--- src/rtl/tt_tbuf_bus_arb.sv ---
// rtl/tt_tbuf_bus_arb.sv - round-robin break-before-make arbiter for a shared tristate bus
// Optional forced release after MAX_HOLD drive cycles: define TT_TBUF_ARB_TIMEOUT_EN.
module tt_tbuf_bus_arb #(
    parameter int N_REQ    = 4,
    parameter int TURN_CYC = 2,
    parameter int MAX_HOLD = 16
) (
    input  logic                     clk,
    input  logic                     rst_n,
    input  logic [N_REQ-1:0]         req,
    output logic [N_REQ-1:0]         gnt,
    output logic [N_REQ-1:0]         oe,
    output logic [$clog2(N_REQ)-1:0] owner,
    output logic                     busy,
    output logic                     preempt
);
    localparam int IW = $clog2(N_REQ);
    localparam int TW = $clog2(TURN_CYC + 1);

    if (N_REQ < 2 || N_REQ > 16 || TURN_CYC < 1 || MAX_HOLD < 1) begin : g_bad_cfg
        $error("tt_tbuf_bus_arb: unsupported parameter set");
    end

    typedef enum logic [1:0] {IDLE, SETUP, DRIVE, TURN} state_t;

    state_t            state, state_nxt;
    logic [IW-1:0]     rr_ptr, rr_nxt, owner_nxt, owner_inc, arb_idx;
    logic [TW-1:0]     turn_cnt, turn_nxt;
    logic [N_REQ-1:0]  owner_oh, owner_oh_nxt, gnt_nxt, oe_nxt;
    logic              busy_nxt, preempt_nxt, arb_found, force_rel;
    logic [IW:0]       j;

    assign owner_oh  = N_REQ'(1) << owner;
    assign owner_inc = (owner == IW'(N_REQ - 1)) ? '0 : owner + 1'b1;

    // Scan from rr_ptr upward with wrap; first requester found wins.
    always_comb begin
        arb_found = 1'b0;
        arb_idx   = '0;
        j         = '0;
        for (int i = 0; i < N_REQ; i++) begin
            j = {1'b0, rr_ptr} + (IW + 1)'(i);
            if (j >= (IW + 1)'(N_REQ)) j = j - (IW + 1)'(N_REQ);
            if (!arb_found && req[j[IW-1:0]]) begin
                arb_found = 1'b1;
                arb_idx   = j[IW-1:0];
            end
        end
    end

`ifdef TT_TBUF_ARB_TIMEOUT_EN
    localparam int HW = $clog2(MAX_HOLD + 1);
    logic [HW-1:0] hold_cnt;

    // Counts completed DRIVE cycles of the current tenure; saturates at the limit.
    always_ff @(posedge clk or negedge rst_n) begin
        if (!rst_n) begin
            hold_cnt <= '0;
        end else if (state != DRIVE) begin
            hold_cnt <= '0;
        end else if (hold_cnt < HW'(MAX_HOLD - 1)) begin
            hold_cnt <= hold_cnt + 1'b1;
        end
    end

    assign force_rel = (state == DRIVE) && req[owner] &&
                       (hold_cnt >= HW'(MAX_HOLD - 1)) && (|(req & ~owner_oh));
`else
    assign force_rel = 1'b0;
`endif

    always_comb begin
        state_nxt   = state;
        owner_nxt   = owner;
        rr_nxt      = rr_ptr;
        turn_nxt    = turn_cnt;
        preempt_nxt = 1'b0;
        case (state)
            IDLE: begin
                if (arb_found) begin
                    state_nxt = SETUP;
                    owner_nxt = arb_idx;
                end
            end
            SETUP: begin
                if (req[owner]) begin
                    state_nxt = DRIVE;
                end else begin
                    // Bus never driven, so no turnaround is needed.
                    state_nxt = IDLE;
                    rr_nxt    = owner_inc;
                end
            end
            DRIVE: begin
                if (!req[owner] || force_rel) begin
                    state_nxt   = TURN;
                    turn_nxt    = TW'(TURN_CYC);
                    rr_nxt      = owner_inc;
                    preempt_nxt = force_rel;
                end
            end
            TURN: begin
                if (turn_cnt <= TW'(1)) begin
                    if (arb_found) begin
                        state_nxt = SETUP;
                        owner_nxt = arb_idx;
                    end else begin
                        state_nxt = IDLE;
                    end
                end else begin
                    turn_nxt = turn_cnt - 1'b1;
                end
            end
            default: state_nxt = IDLE;
        endcase
        owner_oh_nxt = N_REQ'(1) << owner_nxt;
        gnt_nxt      = (state_nxt == SETUP || state_nxt == DRIVE) ? owner_oh_nxt : '0;
        oe_nxt       = (state_nxt == DRIVE) ? owner_oh_nxt : '0;
        busy_nxt     = (state_nxt != IDLE);
    end

    always_ff @(posedge clk or negedge rst_n) begin
        if (!rst_n) begin
            state    <= IDLE;
            rr_ptr   <= '0;
            turn_cnt <= '0;
            owner    <= '0;
            gnt      <= '0;
            oe       <= '0;
            busy     <= 1'b0;
            preempt  <= 1'b0;
        end else begin
            state    <= state_nxt;
            rr_ptr   <= rr_nxt;
            turn_cnt <= turn_nxt;
            owner    <= owner_nxt;
            gnt      <= gnt_nxt;
            oe       <= oe_nxt;
            busy     <= busy_nxt;
            preempt  <= preempt_nxt;
        end
    end
endmodule
--- config.mk ---
export PLATFORM = sky130hd
export DESIGN_NAME = tt_tbuf_bus_arb
export DESIGN_NICKNAME = d
export VERILOG_FILES = /design/src/rtl/tt_tbuf_bus_arb.sv
export SDC_FILE = /design/constraint.sdc
export NUM_CORES = 1
export LEC_CHECK = 0
export BUFFER_PORTS_ARGS = -buffer_cell sky130_fd_sc_hd__clkbuf_2
export CORE_UTILIZATION = 48
export DETAILED_ROUTE_END_ITERATION = 16
export PLACE_DENSITY = 0.73
export RECOVER_POWER = 50
export SYNTH_ARGS = -nofsm -noshare
export SYNTH_HDL_FRONTEND = slang
export SYNTH_SLANG_ARGS = --single-unit
--- constraint.sdc ---
create_clock -name clk -period 2 [get_ports clk]
set_input_delay 0.5 -clock clk [delete_from_list [all_inputs] [get_ports clk]]
set_output_delay 0.5 -clock clk [all_outputs]
set_load 0.01 [all_outputs]
* Yosys cells after proc, flatten, opt, wreduce, memory -nomap -nowiden
Index checks and enable logic that the tools add are counted.
** Operators by class
- Add/subtract/negate cells :: 9
- $mul :: 0
- Divide/modulo/power cells :: 0
- $lt $le $gt $ge :: 10
- Eq/ne operators :: 8
- Shifts and indexed selects :: 1
- Muxes and demuxes :: 37
- Bitwise logic cells :: 1
- Reductions and logical operators :: 13
** Operators with widths (number)
- 2-to-1 mux 2 bit :: 17
- less-than comparator 2 x 3 -> 1 bit (second input constant) :: 5
- binary-select mux 1 bit (select 2 bit) :: 5
- 2-to-1 mux 1 bit :: 10
- subtractor 2 x 1 -> 2 bit (second input constant) :: 5
- >= comparator 3 bit (second input constant) :: 3
- equality test 2 bit (second input constant) :: 4
- 2-to-1 mux 4 bit :: 2
- case mux 2 bit (2 select lines) :: 2
- case mux 2 bit (4 select lines) :: 1
- adder 2 x 2 -> 3 bit (second input constant) :: 2
- equality test 2 x 1 -> 1 bit (second input constant) :: 2
- inequality test 2 bit (second input constant) :: 2
- nonzero test 2 bit :: 2
- left shift 1 x 2 -> 4 bit (first input constant) :: 1
- adder 2 x 1 -> 3 bit (second input constant) :: 1
- >= comparator 2 x 3 -> 1 bit (second input constant) :: 1
- logical AND 1 bit :: 3
- zero test 1 bit :: 3
- AND reduction 3 bit :: 1
- adder 2 x 1 -> 2 bit (second input constant) :: 1
- less-or-equal comparator 2 x 1 -> 1 bit (second input constant) :: 1
- zero test 2 bit :: 1
- AND reduction 2 bit :: 1
- other kinds (3) :: 3
** Word-level totals
- Bits in registers :: 17
- Bits in latches :: 0
- Bits in writable memories :: 0
- ROM bits :: 0
- Input port bits :: 6
- Output and inout bits :: 12
- Logic and storage cells :: 86
- Memories :: 0

* Depth between registers and ports, before layout
Gate-level depths: netlist of run 1.
- Depth after elaboration :: 20
- Mapped depth :: 9
- Mapped depth without buffers :: 9

* Worst setup path before layout of run 1
Ideal clock, no wire load.
- Kind :: reg-to-reg
- From :: register owner[0]
- To :: register gnt[1]
- Setup time :: 0.072 ns
- Arrival time :: 2.058 ns
- Required time :: 1.928 ns
- Slack :: -0.129 ns
- Cell stages (with the launch flop) :: 8
- Buffers on the path :: 0
- Period minus slack after synthesis :: 2.129 ns
- Cells stage by stage :: dfrtp_1 -> mux4_2 -> a221oi_2 -> nor2_1 -> a31o_1 -> ha_1 -> nand2b_1 -> nor2_1
** On the way
- Cells in the longest elaborated chain, start to end :: 7
- Elaborated cells between the ends (all ways) :: 13
- Those cells by class :: eq/ne: 2; shift: 1; mux: 9; reduce/logical: 1
** RTL lines
- from (decl) :: RTL line 13 : output logic [$clog2(N_REQ)-1:0] owner,
- from (signal assigned) :: RTL line 136 : owner <= owner_nxt;
- binary-select mux 1 bit (select 2 bit) * :: RTL line 86, 95
- 2-to-1 mux 1 bit (implied by the code) * :: RTL line 86, 95
- 2-to-1 mux 2 bit, on equally long branches :: RTL line 95, 86
- case mux 2 bit (4 select lines) * :: RTL line 78 : case (state)
- named net state_nxt[1] :: RTL line 26 : state_t state, state_nxt;
- equality test 2 x 1 -> 1 bit / equality test 2 bit (equally long branches) :: RTL line 117 : gnt_nxt = (state_nxt == SETUP || state_nxt == DRIVE) ? owner_oh_nxt : '0;
- logical OR 1 bit * :: RTL line 117
- 2-to-1 mux 4 bit * :: RTL line 117
- named net gnt_nxt[1] :: RTL line 29 : logic [N_REQ-1:0] owner_oh, owner_oh_nxt, gnt_nxt, oe_nxt;
- to (signal assigned) :: RTL line 137 : gnt <= gnt_nxt;
- to (decl) :: RTL line 11 : output logic [N_REQ-1:0] gnt,
The timed path passes the listed nets; every way through them passes the cells marked *. The select of a mux whose other input is x is not followed.
A chain may end at the register's enable or synchronous reset.

* Worst setup path after layout of run 1
- From :: register owner[0]
- To :: register gnt[3]
The elaborated chain is that of the path after synthesis.

==> results.json, run 1 <==
{
  "cp-end-kind": "register",
  "coreArea_mm2": 0.00196,
  "ff2ff_path_depth": 7,
  "drc": 0,
  "vias_per_cell": 5.27,
  "grtUsageTotal_pct": 23.3,
  "fin_skew_ns": 0.0159,
  "cp_common_cell": "nor2_1",
  "antenna_found_initial": 0,
  "drt_iter0_markers": 11,
  "violations": "negative setup slack",
  "grt_pass1_wl_mm": 3.56,
  "crit_required_ns": 2.22,
  "crit_chain": "mux4_2 > a221oi_2 > nor2_1 > a31o_1 > ha_4 > nand2b_4 > nor2_1",
  "holdBufCountCts": 0,
  "holdWs_ns": 0.281,
  "critPathTopFamily": "multiplexers",
  "postSynthAreaPerCell_um2": 10.8,
  "cp-start-kind": "register",
  "pre_cts_slack_ns": -0.215,
  "pin_count": 18,
  "fp.dieW_um": 47.7,
  "r2r-start": "owner[0]",
  "diodes": 0,
  "area_delta_synth_final_pct": 35.3,
  "htreeDepth": 1,
  "drt_wl_total_mm": 2.23,
  "fillers": 171,
  "rrSetupSlack_ns": -0.03,
  "synth_top_area_cell": "dfrtp_1",
  "layout_commonest_cell": "buf_4",
  "crit_slowest_cell": "mux4_2",
  "arrival_ns": 2.25,
  "cts_tree": "yes",
  "max-slew-margin-rel_pct": 40.8,
  "dieArea_mm2": 0.00228,
  "slowest_delay_ns": 0.54,
  "worst-path-buf-inv": 0,
  "final_util_pct": 69.2,
  "multiInputGateArea_um2": 574,
  "slew_viol_final": 0,
  "hold_violations": 0,
  "tightest_slew_ns": 0.888,
  "port_buffers": 16,
  "seq_area_um2": 427,
  "vdd_ir_drop_max_uv": 730,
  "hold_path_class": "primary input to async pin",
  "crit_type": "register to register",
  "synth.top_cell.area_share_pct": 42.4,
  "ys_seq_elements": 17,
  "grt_pass1_vias": 797,
  "post_drt_wl_per_cell_um": 13.7,
  "nets": 150,
  "max_freq_mhz": 493,
  "finalWorstPathRequiredPeriod_ns": 2.03,
  "reg2reg_to": "gnt[3]",
  "syn_inst": 93,
  "clockBufferDepth": 2,
  "clkTransAtPathRegs_ns": 0.11,
  "cp_max_fo": 3,
  "rows": 16,
  "p_per_area_mw_per_mm2": 1430,
  "rsz0062_at_grt": "yes",
  "first_pass_iters": 4,
  "cts_sinks": 17,
  "synthArstFlopShare_pct": 100,
  "mostFrequentLayoutCells": "buf_4, dfrtp_1, clkbuf_2",
  "drtAntennaViolNets": 0,
  "hpwl_mm": 1.73,
  "globalplace.congestion": 0.806,
  "synth-edff-count": 0,
  "grt-ovfl-total": 0,
  "clk_latency_ns": 0.30,
  "p_leak_nw": 0.673,
  "netlist_area_mm2": 0.00100,
  "setup_violations": 3,
  "start_util_pct": 51.1,
  "synth_flop_cell": "dfrtp_1",
  "setup_ws_ns": -0.0285,
  "ys_types": 39,
  "drive_above_1_share_pct": 45.9,
  "syn-num-nets": 107,
  "grt_max_degree": 18,
  "min_period_over_period_pct": 101,
  "maxCapViolations": 0,
  "vias": 853,
  "synth_warnings": 0,
  "ys_seq_area_share_pct": 42.4,
  "die_h_um": 47.7,
  "cts_buffers": 3,
  "root_buffer": "clkbuf_4",
  "status": "finished with violations",
  "synthTopCellsByArea": "dfrtp_1, ha_1, nor2_1"
}
-- worst max-delay path by stage --
stage / to / from / depth (start not counted)
after floorplan: gnt[3] / req[3] / 7
after global placement: gnt[3] / req[3] / 9
after detailed placement: gnt[3] / req[3] / 9
after CTS: gnt[3] / owner[0] / 8
after global routing: oe[1] / state[0] / 8
final: gnt[3] / owner[0] / 7
-- power breakdown --
part	leakage (nW)	internal (mW)	switching [mW]
registers	0.217	0.453	0.0746
logic	0.438	0.623	0.597
clock network	0.0177	0.0744	0.116
-- kinds of logic after synthesis --
logic type      after synthesis  synth area share, %
mux                           3                 4.36
simple gates                 31                 18.3
other cells                   1                0.374
buf+inv                      11                 4.61
fa+ha+maj                     8                 9.98
compound gates               22                 19.9
flops                        17                 42.4
-- area by class of cell --
class / instances / share of cell area (%)
Sequential cell: 17 / 31.4
Clock inverter: 1 / 0.369
Multi-Input combinational cell: 65 / 42.3
Timing Repair Buffer: 40 / 19.3
Clock buffer: 3 / 1.66
Inverter: 9 / 2.49
Tap cell: 27 / 2.49
-- routing by layer --
layer	global-route usage, %	up-vias	share of wire, %
li1	-	417	-
met1	27.5	416	42
met2	39.7	16	54
met3	4.53	4	2.0
met4	12.2	0	1.7
met5	0	-	0
-- worst register-to-register path: stages (launching register included) --
cell and delay (ns):
dfrtp_2 0.40, mux4_2 0.54, a221oi_2 0.23, nor2_1 0.06, a31o_1 0.23, ha_4 0.26, nand2b_4 0.14, nor2_1 0.09
-- registers in the layout, summed over array words and instances, names as in the netlist --
register	flops
owner	2
state	2
busy	1
gnt	4
rr_ptr	2
turn_cnt	2
oe	4
-- cells in the mapped netlist, types with 2 or more instances --
library cell  count
ha_1              8
inv_1             7
a21oi_1           2
o31ai_1           2
nor3_1            3
inv_2             2
o21ai_1           3
nor2_1           10
dfrtp_1          17
o311ai_1          3
nor2b_1           2
nand2b_1          3
nand2_1           5
-- per-stage QoR --
step	TNS (ns)	instance area, µm²	std cells	total power [mW]
6_report	-0.0456	1360	162	1.94
5_1_grt	-0.429	1360	162	2.13
4_1_cts	-0.0230	1320	160	1.91
3_5_place_dp	-1.23	1280	155	1.68
3_3_place_gp	-0.991	1280	155	1.63
2_1_floorplan	-0.101	1020	93	1.28
-- what timing repair did --
action,in CTS,in global routing
pin swaps,3,2
endpoints found under the setup margin,4,10
resized for setup,0,7
buffers inserted,1,3
cloned,0,0
(Power assumes the default switching activity.)
==> run 2, diff against run 1 <==
SKIP_CTS_REPAIR_TIMING = 1   (was not set)
==> results.json, run 2 (same netlist as run 1, synthesis figures left out) <==
{
  "status": "finished with violations",
  "violations": "negative setup slack",
  "drc": 0,
  "grt.busiest_layer": "met2",
  "drtAntennaViolNets": 0,
  "drt_iter0_markers": 15,
  "mostFrequentLayoutCells": "buf_4, dfrtp_1, clkbuf_2",
  "slew_viol_final": 0,
  "switchingPower_uw": 829,
  "p_per_area_mw_per_mm2": 1460,
  "finalWorstPathRequiredPeriod_ns": 2.01,
  "vdd_ir_drop_max_uv": 883,
  "holdWs_ns": 0.288,
  "arrival_ns": 2.23,
  "htreeDepth": 1,
  "hold_path_class": "primary input to async pin",
  "worst-path-buf-inv": 1,
  "cp-end-kind": "register",
  "first_pass_iters": 4,
  "max_freq_mhz": 499,
  "antenna_found_initial": 0,
  "rsz0062_at_grt": "yes",
  "grt_pass1_vias": 802,
  "drive_above_1_share_pct": 47.4,
  "tns_ns": -0.00540,
  "cts_buffers": 3,
  "grt_max_degree": 18,
  "start_util_pct": 51.1,
  "die_h_um": 47.7,
  "nets": 152,
  "clock_power_share_pct": 9.4,
  "place_area_mm2": 0.00128,
  "rows": 16,
  "critPathTopFamily": "compound AO/OA/AOI/OAI gates",
  "grt-ovfl-total": 0,
  "crit_type": "register to register",
  "maxCapViolations": 0,
  "tightest_slew_ns": 0.900,
  "root_buffer": "clkbuf_4",
  "cp_max_fo": 3,
  "globalplace.congestion": 0.806,
  "dieArea_mm2": 0.00228,
  "switching_share_pct": 41.0,
  "drt_wl_total_mm": 2.26,
  "area_delta_synth_final_pct": 38.5,
  "port_buffers": 16,
  "met2_usage_pct": 39.7,
  "coreArea_mm2": 0.00196,
  "gr-usage-met1_pct": 27.2,
  "p_int_mw": 1.19,
  "pin_count": 18,
  "setup_ws_ns": -0.00540,
  "p_leak_nw": 0.680,
  "use_met3_pct": 4.53,
  "grtUsageTotal_pct": 23.2,
  "pre_cts_slack_ns": -0.215,
  "setup_violations": 1,
  "post_drt_wl_per_cell_um": 13.8,
  "hold_violations": 0,
  "cts_sinks": 17,
  "max-slew-margin-rel_pct": 40.0,
  "reg_top3": "gnt (4), oe (4)",
  "clkTransAtPathRegs_ns": 0.11,
  "slowest_delay_ns": 0.44,
  "crit_chain": "mux4_2 > buf_4 > nor2b_4 > a311o_1 > a22oi_2 > ha_4 > nand2b_4 > nor2_1",
  "vias": 881,
  "finish.instance_area_mm2": 0.00139,
  "layout_commonest_cell": "buf_4",
  "cp-start-kind": "register",
  "fp.dieW_um": 47.7,
  "clockBufferDepth": 2,
  "min_period_over_period_pct": 100,
  "vias_per_cell": 5.37,
  "p_seq_share_pct": 26.2,
  "total_power_mw": 2.02,
  "cts_tree": "yes",
  "p_comb_share_pct": 64.4,
  "diodes": 0,
  "crit_required_ns": 2.22,
  "grt_pass1_wl_mm": 3.53,
  "fin_skew_ns": 0.0137,
  "clk_latency_ns": 0.30,
  "hpwl_mm": 1.73,
  "crit_slowest_cell": "dfrtp_2"
}
-- run 2: cell count changes in the layout (fill, tap and decap cells not counted) --
| cell | change |
|---|---|
| o311ai_4 | +1 |
| clkbuf_1 | +1 |
| buf_6 | -1 |
| clkbuf_2 | -1 |
| o311ai_1 | -1 |
| nor3_1 | -1 |
| buf_4 | +3 |
| nor3_2 | +1 |
-- run 2: final timing paths --
| path | from | endpoint | slack [ns] | cells past startpoint |
|---|---|---|---|---|
| setup / recovery | owner[0] | gnt[3] | -0.005 | 8 |
| hold / removal | rst_n | rr_ptr[0] | 0.29 | 1 |
| setup reg to reg | owner[0] | gnt[3] | -0.005 | 8 |
| hold reg to reg | turn_cnt[1] | turn_cnt[1] | 0.56 | 2 |
| max in group asynchronous | rst_n | owner[0] | 1.10 | 1 |
| min in group clk | turn_cnt[1] | turn_cnt[1] | 0.56 | 2 |
-- run 2: per-stage QoR --
step,util [%],instances
floorplan,-,93
global placement,65.4,155
detailed placement,65.4,155
CTS,66.8,159
global route,70.9,164
finish,70.9,164
-- run 2: area by class of cell --
type	instances	area, µm²
Fill cell	165	572
Clock buffer	3	22.5
Clock inverter	1	5.00
Sequential cell	17	427
Multi-Input combinational cell	65	597
Tap cell	27	33.8
Timing Repair Buffer	42	272
Inverter	9	33.8
-- run 2: metal layers --
metal | up-vias | share of wire (%)
li1 | 422 | -
met1 | 425 | 41
met2 | 25 | 52
met3 | 9 | 3.0
met4 | 0 | 3.4
met5 | - | 0
-- run 2: power groups by stage --
stage	sequential [mW]	clock, mW	combinational (mW)
floorplan	0.557	0	0.726
global placement	0.528	0	1.11
detailed placement	0.537	0	1.15
CTS	0.529	0.199	1.15
global route	0.544	0.218	1.44
finish	0.530	0.190	1.30
